--- src/rtl/voice_sequencer.sv ---
// Time-multiplexed voice sequencer: one slot per voice at the start of each frame, phase accumulation per voice.
// Optional square-wave shape per voice when VOICE_SEQUENCER_SQUARE_EN is defined; otherwise every voice is a sawtooth.

`ifndef SAMPLE_WIDTH
`define SAMPLE_WIDTH 16
`endif
`ifndef N_OSCILLATORS
`define N_OSCILLATORS 4
`endif
`ifndef FIXED_POINT
`define FIXED_POINT 8
`endif

module voice_sequencer #(
    parameter int WIDTH      = `SAMPLE_WIDTH,
    parameter int N_WAVEGENS = `N_OSCILLATORS,
    parameter int FRAME_LEN  = 384
) (
    input  logic                                   sys_clk,
    input  logic                                   rst_n,
    input  logic                                   cfg_we,
    input  logic [$clog2(N_WAVEGENS+1)-1:0]        cfg_index,
    input  logic [31:0]                            cfg_freq_step,
    input  logic                                   cfg_enable,
    input  logic                                   cfg_phase_clr,
    input  logic                                   cfg_shape,
    output logic [8:0]                             clk_counter,
    output logic                                   sample_clk,
    output logic signed [WIDTH+`FIXED_POINT-1:0]   wave,
    output logic                                   enabled,
    output logic [$clog2(N_WAVEGENS+1)-1:0]        index
);

    localparam int IDX_W = $clog2(N_WAVEGENS + 1);
    localparam int CNT_W = 9;
    localparam int OUT_W = WIDTH + `FIXED_POINT;
    localparam logic [CNT_W-1:0] LAST  = CNT_W'(FRAME_LEN - 1);
    localparam logic [CNT_W-1:0] HALF  = CNT_W'(FRAME_LEN / 2);
    localparam logic [CNT_W-1:0] N_LIM = CNT_W'(N_WAVEGENS);

`ifdef VOICE_SEQUENCER_SQUARE_EN
    localparam logic signed [OUT_W-1:0] SQ_HI = OUT_W'({1'b0, {(WIDTH-1){1'b1}}}) << `FIXED_POINT;
    localparam logic signed [OUT_W-1:0] SQ_LO = {1'b1, {(OUT_W-1){1'b0}}};
`endif

    logic [CNT_W-1:0]        r_clk_counter;
    logic                    r_sample_clk;
    logic [IDX_W-1:0]        r_index;
    logic signed [OUT_W-1:0] r_wave;
    logic                    r_enabled;

    logic [31:0]             r_phase [N_WAVEGENS];
    logic [31:0]             r_step  [N_WAVEGENS];
    logic                    r_en    [N_WAVEGENS];
`ifdef VOICE_SEQUENCER_SQUARE_EN
    logic                    r_shape [N_WAVEGENS];
    logic                    w_sel_shape;
`endif

    logic [CNT_W-1:0]        w_cnt_next;
    logic [N_WAVEGENS-1:0]   w_wr;
    logic [N_WAVEGENS-1:0]   w_adv;
    logic [31:0]             w_sel_phase;
    logic                    w_sel_en;
    logic signed [OUT_W-1:0] w_saw;
    logic signed [OUT_W-1:0] w_sel_wave;
    logic [32:0]             w_unused;

    assign w_cnt_next = (r_clk_counter == LAST) ? '0 : r_clk_counter + CNT_W'(1);

    // A voice advances on the edge that ends its own slot; a config write to it on that edge takes priority.
    for (genvar gi = 0; gi < N_WAVEGENS; gi++) begin : g_voice
        assign w_wr[gi]  = cfg_we && (cfg_index == IDX_W'(gi));
        assign w_adv[gi] = (r_clk_counter == CNT_W'(gi));
    end

    always_ff @(posedge sys_clk) begin
        for (int v = 0; v < N_WAVEGENS; v++) begin
            if (!rst_n) begin
                r_phase[v] <= '0;
                r_step[v]  <= '0;
                r_en[v]    <= 1'b0;
`ifdef VOICE_SEQUENCER_SQUARE_EN
                r_shape[v] <= 1'b0;
`endif
            end else if (w_wr[v]) begin
                r_step[v] <= cfg_freq_step;
                r_en[v]   <= cfg_enable;
`ifdef VOICE_SEQUENCER_SQUARE_EN
                r_shape[v] <= cfg_shape;
`endif
                if (cfg_phase_clr) begin
                    r_phase[v] <= '0;
                end
            end else if (w_adv[v] && r_en[v]) begin
                r_phase[v] <= r_phase[v] + r_step[v];
            end
        end
    end

    // Select the voice whose slot starts on the coming edge, using its not-yet-advanced phase.
    always_comb begin
        w_sel_phase = '0;
        w_sel_en    = 1'b0;
`ifdef VOICE_SEQUENCER_SQUARE_EN
        w_sel_shape = 1'b0;
`endif
        for (int v = 0; v < N_WAVEGENS; v++) begin
            if (w_cnt_next == CNT_W'(v)) begin
                w_sel_phase = r_phase[v];
                w_sel_en    = r_en[v];
`ifdef VOICE_SEQUENCER_SQUARE_EN
                w_sel_shape = r_shape[v];
`endif
            end
        end
    end

    assign w_saw = OUT_W'($signed(w_sel_phase[31 -: WIDTH])) <<< `FIXED_POINT;

`ifdef VOICE_SEQUENCER_SQUARE_EN
    assign w_sel_wave = w_sel_shape ? (w_sel_phase[31] ? SQ_LO : SQ_HI) : w_saw;
`else
    assign w_sel_wave = w_saw;
`endif

    assign w_unused = {cfg_shape, w_sel_phase};

    always_ff @(posedge sys_clk) begin
        if (!rst_n) begin
            r_clk_counter <= LAST;
            r_sample_clk  <= 1'b0;
            r_index       <= IDX_W'(N_WAVEGENS);
            r_wave        <= '0;
            r_enabled     <= 1'b0;
        end else begin
            r_clk_counter <= w_cnt_next;
            r_sample_clk  <= (w_cnt_next < HALF);
            if (w_cnt_next < N_LIM) begin
                r_index   <= IDX_W'(w_cnt_next);
                r_enabled <= w_sel_en;
                r_wave    <= w_sel_en ? w_sel_wave : '0;
            end else begin
                r_index   <= IDX_W'(N_WAVEGENS);
                r_enabled <= 1'b0;
                r_wave    <= '0;
            end
        end
    end

    assign clk_counter = r_clk_counter;
    assign sample_clk  = r_sample_clk;
    assign index       = r_index;
    assign wave        = r_wave;
    assign enabled     = r_enabled;

endmodule

--- config.mk ---
export PLATFORM = sky130hd
export DESIGN_NAME = voice_sequencer
export DESIGN_NICKNAME = d
export VERILOG_FILES = /design/src/rtl/voice_sequencer.sv
export SDC_FILE = /design/constraint.sdc
export NUM_CORES = 1
export LEC_CHECK = 0
export BUFFER_PORTS_ARGS = -buffer_cell sky130_fd_sc_hd__buf_4
export CAP_MARGIN = 30
export CORE_UTILIZATION = 35
export DETAILED_ROUTE_END_ITERATION = 10
export SLEW_MARGIN = 0
export SYNTH_ARGS = -nofsm -noshare
export SYNTH_HDL_FRONTEND = slang
export SYNTH_SLANG_ARGS = --single-unit
--- constraint.sdc ---
create_clock -name sys_clk -period 7.6 [get_ports sys_clk]
set_clock_uncertainty 0.2 [all_clocks]
set_input_delay 2.28 -clock sys_clk [delete_from_list [all_inputs] [get_ports sys_clk]]
set_output_delay 2.28 -clock sys_clk [all_outputs]
set_load 0.02 [all_outputs]
==> out/results.ini, run 1 <==
[run_status]
status=complete, no violations

[clock_network]
clkSinkCount=290
cts-resized-gates=0
clk_latency_ns=0.58
htree_levels=1
cts-root-buf=clkbuf_16
hold_buffers=0
postCtsSetupRepairBufs=0
cts_max_path_buffers=3
clk_pin_slew_ns=0.06
tritoncts=built
numCtsBuffers=31

[critical_path]
r2r_slack_ns=3.80
cp_num_cells=9
reg2reg_to=wave[23]
cp_common_cell=buf_4
critical_path.max_fanout=35
cp_top_family=buffers and inverters
crit_buf_inv=4
cp.arrival_ns=4.63
slowest_stage=buf_4
required_ns=7.72
r2r_start=clk_counter[0]
worstSetupEndpointType=flop
start_kind=input port
worstPathCellList=buf_4, nand2b_1, o31ai_4, buf_4, nor2_1, nand3_1, buf_4, nand2_1, buf_4
ff2ff_path_depth=10
crit_type=input port to flop
cpPeakStageDelay_ns=0.48

[pwr]
leakage_nw=7.75
power_density_nw_per_um2=230
power_mw=4.46
ir_drop_mv=0.168

[route]
via_count=12200
postRouteAntennaNets=0
routed_wl_um=41600
firstDrtPassIters=6
routed_via_density=5.32
drtIter0Drc=1006
routedWlPerCell_um=18.1
drc=0

[grt]
antenna_found_initial=0
grt-ovfl-total=0
grt_pass1_vias=11900
grt_pass1_wl_um=65900
grtUsageTotal=0.169
grt_max_degree=36

[cells_and_area]
syn_to_final_growth_pct=13.7
num_antenna_cells=0
layout_common_cells=edfxtp_1, nor2_1, and2_1
drive_gt1_frac=0.113
layout_commonest_cell=edfxtp_1
fin_nets=1833
fillers=4542
finalInstanceArea_um2=19400

[min_path]
min_to=r_en[2]
min_path_type=flop to flop
worstHoldPathCells=2
holdCritStartpoint=r_en[2]

[timing]
hold_viol=0
maxSlewViolCount=0
period_share=0.593
fin_ws_ns=3.09
relSlewSlack=0.413
period_needed_ns=4.51
finalSetupViolations=0
timing.hold.ws_ns=0.328
fmax_mhz=222
rsz0062_at_grt=false
worstMarginPinSlew_ns=0.880
fin_setup_tns_ns=0

[logic_synthesis]
ys_ff_latch=290
syn_inst=1586
synth.avg_cell_area_um2=10.8
yosys_warnings=0
synth_area_um2=17100
synth.area.top_cells=edfxtp_1, ha_1, and2_1
synth.largest_area_cell=edfxtp_1
synth_cell_types=85
ys_seq_area_frac=0.492
synth-main-ff-cell=edfxtp_1
synth_enable_flop_cells=259
synth_top_area_frac=0.456
async_reset_ff_frac=0

[floorplanning]
die_h_um=223
design.portCount=79
core_area_um2=47900
row_count=80
die_x_um=223
initial_core_util=0.356
dieArea_um2=49600

[placement]
dpl_cell_area_um2=18300
pre_cts_slack_ns=2.45
io_buffers=69
dp_hpwl_um=29500
place.gp.congestion=0.919

[run]
cap_violations=0

[stage by stage]
| step | cells | utilization |
|---|---|---|
| finish | 2299 | 0.405 |
| global route | 2299 | 0.405 |
| CTS | 2299 | 0.405 |
| detailed placement | 2241 | 0.381 |
| global placement | 2241 | 0.381 |
| floorplan | 1593 | - |
[worst max-delay path by stage]
| stage | startpoint | endpoint | slack (ns) |
|---|---|---|---|
| 2_1_floorplan | cfg_index[2] | r_phase[0][0] | 0.65 |
| 3_3_place_gp | cfg_index[2] | r_phase[0][5] | 2.49 |
| 3_5_place_dp | cfg_index[2] | r_phase[0][4] | 2.45 |
| 4_1_cts | cfg_index[2] | r_phase[0][19] | 3.06 |
| 5_1_grt | cfg_index[2] | r_phase[0][4] | 2.93 |
| 6_report | cfg_index[2] | r_phase[0][4] | 3.09 |
[registers in the layout, indices dropped and copies added, names as in the netlist]
register and cells:
clk_counter 9, enabled 1, wave 16, sample_clk 1, r_phase 128, r_en 4, r_step 128, index 3
[where the power goes]
group          switching [mW]  internal, mW  total (mW)
combinational           0.505         0.356       0.861
clock                   0.661          1.02        1.68
sequential             0.0780          1.84        1.92
total                    1.24          3.22        4.46
[area by class of cell]
class,count,area (um^2),area share
tap,615,769,0.0397
clock buffer,39,877,0.0452
timing repair buffer,86,646,0.0333
multi-input combinational,1200,8260,0.426
clock inverter,19,264,0.0136
inverter,50,188,0.00967
sequential,290,8400,0.433
[routing by layer]
metal  routed length [um]  share of wire  track usage  vias to the layer above
met5                    0              0            0                        -
met4                 1050          0.025       0.0449                        0
met3                 1910          0.046       0.0225                       57
met2                19200           0.46        0.279                      303
met1                19500           0.47        0.233                     5918
li1                     -              -            -                     5964
[cells in the mapped netlist, types with 4 or more instances]
master,n
nor3_1,28
a21o_1,55
a211oi_1,9
xor2_1,54
ha_1,129
nor3_2,9
or2_2,4
a21oi_1,109
and2_1,136
buf_6,5
and3_1,23
inv_1,50
o31ai_1,9
nand2b_1,16
xnor2_1,56
nand2_1,89
nand4_1,11
a21boi_0,4
nor4_1,4
o21bai_1,14
o21ai_0,70
o211a_1,4
buf_4,10
o21ai_1,4
nor2b_1,17
nand3_1,21
fa_1,4
o21a_1,9
a221oi_1,15
nor2_1,167
edfxtp_1,259
o22ai_1,16
a221oi_2,7
nor3b_1,10
dfxtp_1,31
a31oi_1,21
clkbuf_1,33
[tightest hold or removal path, cell delays in order (launching register included)]
cell and delay (ns):
dfxtp_1 0.30, inv_1 0.08, o21ai_0 0.09
[kinds of logic (layout without fill, tap and decap cells)]
group	after synthesis	count (layout)	synth area share
AOI/OAI and AO/OA	386	386	0.151
xor gates and xnor gates	110	110	0.0565
adders and majority gates	133	133	0.0993
buffers and inverters	103	194	0.0283
DFF	290	290	0.492
muxes	2	2	0.00125
other	1	8	0.000220
and+or+nand+nor	561	561	0.172
Note: power is estimated with default switching activity, not from simulation.
==> run 2, diff against run 1 <==
--- a/config.mk
+++ b/config.mk
@@ -5,6 +5,7 @@
 export SDC_FILE = /design/constraint.sdc
 export NUM_CORES = 1
 export LEC_CHECK = 0
+export ABC_AREA = 1
 export BUFFER_PORTS_ARGS = -buffer_cell sky130_fd_sc_hd__buf_4
 export CAP_MARGIN = 30
 export CORE_UTILIZATION = 35
==> constraint.sdc (replaced) <==
create_clock -name sys_clk -period 3.6 [get_ports sys_clk]
set_clock_uncertainty 0.2 [all_clocks]
set_input_delay 1.08 -clock sys_clk [delete_from_list [all_inputs] [get_ports sys_clk]]
set_output_delay 1.08 -clock sys_clk [all_outputs]
set_load 0.02 [all_outputs]
==> out/results.ini, run 2 <==
[run_status]
status=complete, no violations

[min_path]
min_path_type=flop to flop
holdCritStartpoint=r_en[2]
min_to=r_en[2]
worstHoldPathCells=2

[logic_synthesis]
synth_top_area_frac=0.422
post_synth_most_frequent_cells=nand2_1, nor2_1, edfxtp_1, inv_1, a21oi_1
ys_ff_latch=290
synth-main-ff-cell=edfxtp_1
synth.avg_cell_area_um2=8.02
synth.largest_area_cell=edfxtp_1
ys_seq_area_frac=0.455
syn_inst=2300
synth_enable_flop_cells=259
synth.area.top_cells=edfxtp_1, nand2_1, ha_1
async_reset_ff_frac=0
synth_area_um2=18500
synth_cell_types=43
post-synth-top-count-cell=nand2_1
yosys_warnings=0

[placement]
dpl_cell_area_um2=19800
io_buffers=69
place.gp.congestion=0.934
pre_cts_slack_ns=0.484
placed_cells=3036
dp_hpwl_um=41900

[cells_and_area]
final_cells=3100
syn_to_final_growth_pct=13.3
regArea_um2=8400
multi_input_area_um2=8900
layout_commonest_cell=nand2_1
layout_common_cells=nand2_1, nor2_1, edfxtp_1
fillers=5316
drive_gt1_frac=0.0773
finalInstanceArea_um2=20900
fin_nets=2567
num_antenna_cells=0

[clock_network]
tritoncts=built
hold_buffers=0
numCtsBuffers=35
clk_latency_ns=0.56
htree_levels=2
cts_max_path_buffers=3
cts-root-buf=clkbuf_16
clkSinkCount=290
postCtsSetupRepairBufs=0
cts-resized-gates=0
clk_pin_slew_ns=0.06

[route]
drc=0
routed_via_density=5.17
drtIter0Drc=1558
postRouteAntennaNets=0
routed_wl_um=55300
routedWlPerCell_um=17.8
firstDrtPassIters=6
via_count=16000

[pwr]
leakage_nw=9.00
ir_drop_mv=0.252
power_density_nw_per_um2=454

[grt]
antenna_found_initial=0
grt_pass1_wl_um=84600
grt_pass1_vias=15000
grt-ovfl-total=0
grtUsageTotal=0.206
grt_max_degree=35

[timing]
maxSlewViolCount=0
hold_viol=0
fin_setup_tns_ns=0
period_share=0.878
finalSetupViolations=0
relSlewSlack=0.525
period_needed_ns=3.16
fin_ws_ns=0.440
fmax_mhz=317
rsz0062_at_grt=false
worstMarginPinSlew_ns=0.711

[critical_path]
required_ns=3.83
r2r_slack_ns=0.44
ff2ff_path_depth=13
slowest_stage=dfxtp_1
crit_type=flop to flop
reg2reg_to=wave[13]
start_kind=flop
cpPeakStageDelay_ns=0.48
cp_common_cell=nand2_1
critical_path.max_fanout=34
cp.arrival_ns=3.39
worstPathCellList=ha_1, nand2_1, nor2_2, nand3_2, nand2_1, nand2_1, nor2_2, buf_12, nand2_2, nand2_1, nand2_1, nand2_4, nor2_1
worstSetupEndpointType=flop
r2r_start=clk_counter[1]

[floorplanning]
row_count=83
design.portCount=79
core_area_um2=51700
die_x_um=232
dieArea_um2=53600
initial_core_util=0.357
die_h_um=232

[run]
cap_violations=0

[run 2: cell count changes in the layout (fill, tap and decap cells not counted), sizes merged, moves of 44 or more]
cell / previous run / this run
a21o: 55 / 11
a21oi: 109 / 233
and2: 138 / 3
inv: 52 / 257
nand2: 89 / 481
nand3: 24 / 94
nor2: 168 / 441
o21ai: 76 / 152
xnor2: 56 / 0
[run 2: cell families (layout without fill, tap and decap cells)]
group / Yosys count / in the layout / synth area share
other: 1 / 8 / 0.000203
DFF: 290 / 290 / 0.455
adders and majority gates: 133 / 133 / 0.0918
xor gates and xnor gates: 11 / 11 / 0.00522
AOI/OAI and AO/OA: 469 / 469 / 0.139
buffers and inverters: 299 / 412 / 0.0638
and+or+nand+nor: 1097 / 1097 / 0.244
[run 2: stage by stage]
stage                     utilization  power (mW)  hold slack (ns)
after detailed placement        0.384        6.16            0.303
after global placement          0.384        6.14            0.299
final                           0.404        9.50            0.321
after CTS                       0.404        9.55            0.320
after global routing            0.404        9.97            0.363
after floorplan                     -        5.51            0.282
[run 2: power by group]
| part | internal, mW | switching, mW |
|---|---|---|
| Clock | 1.90 | 1.48 |
| Combinational | 0.635 | 1.43 |
| Sequential | 3.89 | 0.162 |
[run 2: per-layer routing]
| metal | up-vias | share of wire | global-route usage |
|---|---|---|---|
| li1 | 7935 | - | - |
| met1 | 7491 | 0.48 | 0.297 |
| met2 | 505 | 0.43 | 0.314 |
| met3 | 92 | 0.069 | 0.0348 |
| met4 | 0 | 0.028 | 0.0615 |
| met5 | - | 0 | 0 |
[run 2: area by class of cell]
class                           instances  area share
Clock buffer                           42      0.0436
Clock inverter                         22     0.00730
Inverter                              252      0.0452
Multi-Input combinational cell       1718       0.426
Sequential cell                       290       0.402
Tap cell                              680      0.0407
Timing Repair Buffer                   96      0.0357
[run 2: critical path, delay by kind of cell, from the launching register on]
family / cells / cell delay, ns
and+or+nand+nor: 11 / 1.77
DFF: 1 / 0.48
adders and majority gates: 1 / 0.34
buffers and inverters: 1 / 0.25
[run 2: worst max path at each step]
stage	end	from
CTS	wave[14]	clk_counter[0]
global placement	r_phase[3][30]	rst_n
floorplan	r_phase[2][0]	cfg_index[0]
detailed placement	r_phase[3][6]	rst_n
global route	wave[13]	clk_counter[1]
finish	wave[13]	clk_counter[1]
